--- src/rtl/systolic_pkg.sv ---
// Shared sizing and state encoding for the systolic operand loader.
package systolic_pkg;

    localparam int ROW    = 4;
    localparam int COLUMN = 12;
    localparam int TOTAL  = ROW + COLUMN;
    localparam int CNT_W  = $clog2(TOTAL);
    localparam int SET_W  = 4;

    typedef enum logic [1:0] {
        S_LOAD,
        S_SETTLE,
        S_DONE
    } state_t;

endpackage

--- src/rtl/systolic_loader_if.sv ---
// Serial operand input and result output handshakes of the loader.
interface systolic_loader_if;

    logic inValid;
    logic inReady;
    logic inBit;
    logic resValid;
    logic resReady;
    logic resBit;

    modport master (
        output inValid, inBit, resReady,
        input  inReady, resValid, resBit
    );

    modport slave (
        input  inValid, inBit, resReady,
        output inReady, resValid, resBit
    );

endinterface

--- src/rtl/systolic_loader.sv ---
// Shifts a serial operand into row/column registers, waits for the
// array to settle, then captures its single-bit result.
module systolic_loader #(
    parameter int ROW    = systolic_pkg::ROW,
    parameter int COLUMN = systolic_pkg::COLUMN,
    parameter int SETTLE = 3
) (
    input  logic              clk,
    input  logic              rst_n,
    input  logic              clear,
    input  logic              arrOut,
    output logic [ROW-1:0]    inRow,
    output logic [COLUMN-1:0] inColumn,
    systolic_loader_if.slave  bus
);

    import systolic_pkg::*;

    localparam int CW = $clog2(ROW + COLUMN);
    localparam int SW = SET_W;

    state_t            r_state;
    logic [CW-1:0]     r_cnt;
    logic [SW-1:0]     r_settle;
    logic [ROW-1:0]    r_row;
    logic [COLUMN-1:0] r_col;
    logic              r_res;
    logic              r_valid;
    logic              w_last;

    assign w_last      = (r_cnt == CW'(ROW + COLUMN - 1));
    assign bus.inReady = (r_state == S_LOAD) && !clear;
    assign bus.resValid = r_valid;
    assign bus.resBit   = r_res;
    assign inRow        = r_row;
    assign inColumn     = r_col;

    always_ff @(posedge clk or negedge rst_n) begin
        if (!rst_n) begin
            r_state  <= S_LOAD;
            r_cnt    <= '0;
            r_settle <= '0;
            r_row    <= '0;
            r_col    <= '0;
            r_res    <= 1'b0;
            r_valid  <= 1'b0;
        end else if (clear) begin
            r_state  <= S_LOAD;
            r_cnt    <= '0;
            r_settle <= '0;
            r_row    <= '0;
            r_col    <= '0;
            r_res    <= 1'b0;
            r_valid  <= 1'b0;
        end else begin
            unique case (r_state)
                S_LOAD: begin
                    if (bus.inValid) begin
                        // Row bits arrive first, LSB first
                        for (int i = 0; i < ROW; i++)
                            if (r_cnt == CW'(i))
                                r_row[i] <= bus.inBit;
                        for (int i = 0; i < COLUMN; i++)
                            if (r_cnt == CW'(ROW + i))
                                r_col[i] <= bus.inBit;
                        if (w_last) begin
                            r_cnt    <= '0;
                            r_settle <= SW'(SETTLE - 1);
                            r_state  <= S_SETTLE;
                        end else begin
                            r_cnt <= r_cnt + 1'b1;
                        end
                    end
                end
                S_SETTLE: begin
                    if (r_settle == '0) begin
                        r_res   <= arrOut;
                        r_valid <= 1'b1;
                        r_state <= S_DONE;
                    end else begin
                        r_settle <= r_settle - 1'b1;
                    end
                end
                S_DONE: begin
                    if (bus.resReady) begin
                        r_valid <= 1'b0;
                        r_state <= S_LOAD;
                    end
                end
                default: r_state <= S_LOAD;
            endcase
        end
    end

endmodule

--- src/flat_wrapper.sv ---
// flat-port wrapper written by rule: the top's interface ports become plain ports
module systolic_loader_flat import systolic_pkg::*;
#(
    parameter int ROW    = systolic_pkg::ROW,
    parameter int COLUMN = systolic_pkg::COLUMN,
    parameter int SETTLE = 3
)
  (clk, rst_n, clear, arrOut, inRow, inColumn, bus_inValid, bus_inBit, bus_resReady, bus_inReady, bus_resValid, bus_resBit);
  systolic_loader_if bus_i ();
  input  logic clk;
  input  logic rst_n;
  input  logic clear;
  input  logic arrOut;
  output logic [ROW-1:0] inRow;
  output logic [COLUMN-1:0] inColumn;
  input wire logic [$bits(bus_i.inValid)-1:0] bus_inValid;
  input wire logic [$bits(bus_i.inBit)-1:0] bus_inBit;
  input wire logic [$bits(bus_i.resReady)-1:0] bus_resReady;
  output wire logic [$bits(bus_i.inReady)-1:0] bus_inReady;
  output wire logic [$bits(bus_i.resValid)-1:0] bus_resValid;
  output wire logic [$bits(bus_i.resBit)-1:0] bus_resBit;
  assign bus_i.inValid = bus_inValid;
  assign bus_i.inBit = bus_inBit;
  assign bus_i.resReady = bus_resReady;
  assign bus_inReady = bus_i.inReady;
  assign bus_resValid = bus_i.resValid;
  assign bus_resBit = bus_i.resBit;
  systolic_loader #(.ROW(ROW), .COLUMN(COLUMN), .SETTLE(SETTLE)) u_core (.clk(clk), .rst_n(rst_n), .clear(clear), .arrOut(arrOut), .inRow(inRow), .inColumn(inColumn), .bus(bus_i));
endmodule
--- config.mk ---
export PLATFORM = sky130hd
export DESIGN_NAME = systolic_loader_flat
export DESIGN_NICKNAME = d
export VERILOG_FILES = /design/src/rtl/systolic_pkg.sv /design/src/rtl/systolic_loader_if.sv /design/src/rtl/systolic_loader.sv /design/src/flat_wrapper.sv
export SDC_FILE = /design/constraint.sdc
export NUM_CORES = 1
export LEC_CHECK = 0
export ABC_CLOCK_PERIOD_IN_PS = 2700
export CORE_MARGIN = 2
export CORE_UTILIZATION = 63
export CTS_CLUSTER_SIZE = 14
export DETAILED_ROUTE_END_ITERATION = 8
export DONT_BUFFER_PORTS = 1
export GPL_ROUTABILITY_DRIVEN = 0
export HOLD_SLACK_MARGIN = 0.05
export PLACE_DENSITY = 0.83
export SKIP_LAST_GASP = 1
export SLEW_MARGIN = 5
export SYNTH_ARGS = -nofsm -noshare
export SYNTH_HDL_FRONTEND = slang
export SYNTH_SLANG_ARGS = --single-unit
--- constraint.sdc ---
create_clock -name clk -period 2.7 [get_ports clk]
set_input_delay 0.81 -clock clk [delete_from_list [all_inputs] [get_ports clk]]
set_output_delay 0.81 -clock clk [all_outputs]
set_load 0.05 [all_outputs]
==> results_dict.tcl <==
set metrics [dict create \
    synth_top_flop_cell "dfrtp_1" \
    synthTopCellsByArea "dfrtp_1 47%, mux2i_1 8.7%, nand2b_1 5.9%, ha_1 5.0%, nand3_1 5.0%" \
    synth.yosys.seq_area_share 0.469 \
    firstDrtPassIters 4 \
    antennaDiodeCount 0 \
    syn_inst 145 \
    power.share.combinational 0.067 \
    die_w_um 52.7 \
    layout.filler_cells 171 \
    minimum_hold_slack_ns 0.144 \
    synth-seq-cells 28 \
    synth_edf_count 0 \
    preCtsSetupSlack_ns 0.777 \
    grt_overflow 0 \
    power_report.internal_total_mw 0.529 \
    grt_start_max_net_pins 29 \
    inserted_clock_buffers 3 \
    dp.cells 166 \
    postLayoutSetupSlackWorst_ns 0.614 \
    finalCritPeriodShare 0.773 \
    post_route_cells_drive_above_1_share 0.0915 \
    cpMaxStageDelayCell "dfrtp_1" \
    path_cells "nor3_2, buf_4" \
    initial_core_util 0.668 \
    maximum_achievable_frequency_mhz 479 \
    clock_path_buffers 2 \
    count_of_distinct_cell_types_in_the_synthesized_netlist 34 \
    final_tns_setup_ns 0 \
    timing.critical_path.fanout_max 10 \
    worst_ir_drop_vdd_v 0.000321 \
    ys.warnings.count 0 \
    setup_viol 0 \
    power.density_cell_area_nw_per_um2 453 \
    area_growth_syn_to_layout_pct 3.19 \
    seq_power_share 0.634 \
    clock-sinks 28 \
    endpoint_kind "output port" \
    chipHeight_um 52.7 \
    wl_per_instance_um 16.5 \
    cts-resized-gates 0 \
    maxSlewHeadroom 0.511 \
    synth_nets 158 \
    placementRows 17 \
    floorplan.io_pins 26 \
    synth_top_area_share 0.469 \
    track_usage 0.237 \
    antenna_found_initial 0 \
    clock_pin_slew_on_the_worst_setup_and_hold_paths_ns 0.15 \
    worst_slew_pin_slew_ns 0.730 \
    clock_tree.htree_level_count 1 \
    finalWirelength_um 2800 \
    final-max-slew-violation-count 0 \
    ant_nets 0 \
    die_area_um2 2770 \
    worst_ep_required_time_ns 1.89 \
    holdCritPathClass "in2async" \
    rsz0062_at_grt "no" \
    post-route-min-period_ns 2.09 \
    io_buffers 0 \
    total_leakage_power_nw 0.723 \
    fin_cells 170 \
    root_buffer_cell "clkbuf_4" \
    synth_common_cells "28 x dfrtp_1, 15 x nand3_1, 14 x nand2b_1" \
    postCtsSetupBuffers 0 \
    post_synth_instance_area_um2 1490 \
    net_switching_component_of_the_power_mw 0.169 \
    post_cts_hold_fix_bufs 0 \
    drc_errors 0 \
    tritoncts "done" \
    status "finished clean" \
    crit_type "reg2out" \
    max_stage_delay_ns 0.52 \
    final_core_utilization 0.690 \
    first_pass_grt_wire_length_um 4840 \
    power.share.clock 0.299 \
    worst_ep_arrival_time_ns 1.28 \
    drt_iter0_markers 33 \
    first_global_vias 1031 \
    power.share.switching 0.242 \
    fin_skew_ns 0.00176 \
    async_flop_share 1.00 \
    place_hpwl_um 1960 \
    hold_viol_final 0 \
    core-area_um2 2230 \
    synth_top_cell_by_area "dfrtp_1" \
    num_vias 1073 \
    cap_viol_max_count 0 \
    startpoint_type "flip-flop" \
    synthesis.area_per_instance_um2 10.3 \
    yosys.cell_count.top_type "dfrtp_1" \
    final_net_count 156 \
    worstSkewPairLatency_ns 0.33 \
    drt-vias-per-instance 6.31 \
]
## state kept, by name (all words and copies together) (netlist names)
register and cells:
u_core.inColumn 12, u_core.inRow 4, u_core.r_cnt 4, u_core.r_settle 4, u_core.r_state 2, u_core.bus.resBit 1, u_core.bus.resValid 1
## kinds of logic after synthesis
logic type | share of synthesized area
flops | 0.469
buf+inv | 0.0419
compound gates | 0.0989
mux | 0.0872
simple gates | 0.241
xor+xnor | 0.0117
fa+ha+maj | 0.0503
## power groups by stage
| stage | sequential (mW) | clock, mW | combinational, mW |
|---|---|---|---|
| 3_5_place_dp | 0.450 | 0 | 0.0465 |
| 3_3_place_gp | 0.449 | 0 | 0.0451 |
| 5_1_grt | 0.443 | 0.220 | 0.0521 |
| 4_1_cts | 0.442 | 0.211 | 0.0469 |
| 2_1_floorplan | 0.447 | 0 | 0.0441 |
| 6_report | 0.442 | 0.209 | 0.0469 |
## layer usage
layer / track usage / share of wire / vias to the layer above
li1: - / - / 506
met2: 0.352 / 0.44 / 35
met5: 0 / 0 / -
met4: 0.0769 / 0.014 / 0
met3: 0.0286 / 0.062 / 4
met1: 0.360 / 0.48 / 528
## worst max-delay path, delay by kind of cell (launching register included)
kind / cells / cell delay, ns
buf+inv: 1 / 0.21
flops: 1 / 0.52
simple gates: 1 / 0.21
## worst paths after layout
path,startpoint,to,slack [ns],cells past startpoint
max in group asynchronous,rst_n,u_core.inColumn[1],2.48,0
hold reg to reg,u_core.r_settle[1],u_core.r_settle[1],0.58,1
hold / removal,rst_n,u_core.inRow[2],0.14,0
min in group clk,clear,u_core.inRow[3],0.52,1
setup reg to reg,u_core.r_state[1],u_core.inColumn[10],1.00,3
setup / recovery,u_core.r_state[1],bus_inReady,0.61,2
## layout by cell type, fill, tap and decap left out, types with 2 or more instances in the layout
| cell | count |
|---|---|
| dfrtp_1 | 28 |
| nand3_1 | 15 |
| nand2b_1 | 14 |
| mux2i_1 | 13 |
| a21oi_1 | 9 |
| nor2b_1 | 6 |
| nor2_1 | 6 |
| ha_1 | 6 |
| inv_1 | 5 |
| nand4_1 | 4 |
| o21ai_0 | 3 |
| clkbuf_4 | 3 |
| nor3b_2 | 2 |
| a21bo_2 | 2 |
| or3_1 | 2 |
| nand2_1 | 2 |
| o31ai_1 | 2 |
| xnor2_1 | 2 |
| buf_4 | 2 |
## cell type report
type / instances / area (µm²) / area share
Multi-Input combinational cell: 103 / 734 / 0.477
Sequential cell: 28 / 701 / 0.455
Clock buffer: 4 / 36.3 / 0.0236
Tap cell: 28 / 35.0 / 0.0227
Inverter: 5 / 18.8 / 0.0122
Timing Repair Buffer: 2 / 15.0 / 0.00975
## per-stage QoR
step                power, mW  cell area [µm²]
floorplan               0.491             1500
global placement        0.494             1500
detailed placement      0.496             1500
CTS                     0.699             1540
global route            0.715             1540
finish                  0.698             1540
Note: power is estimated with default switching activity, not from simulation.
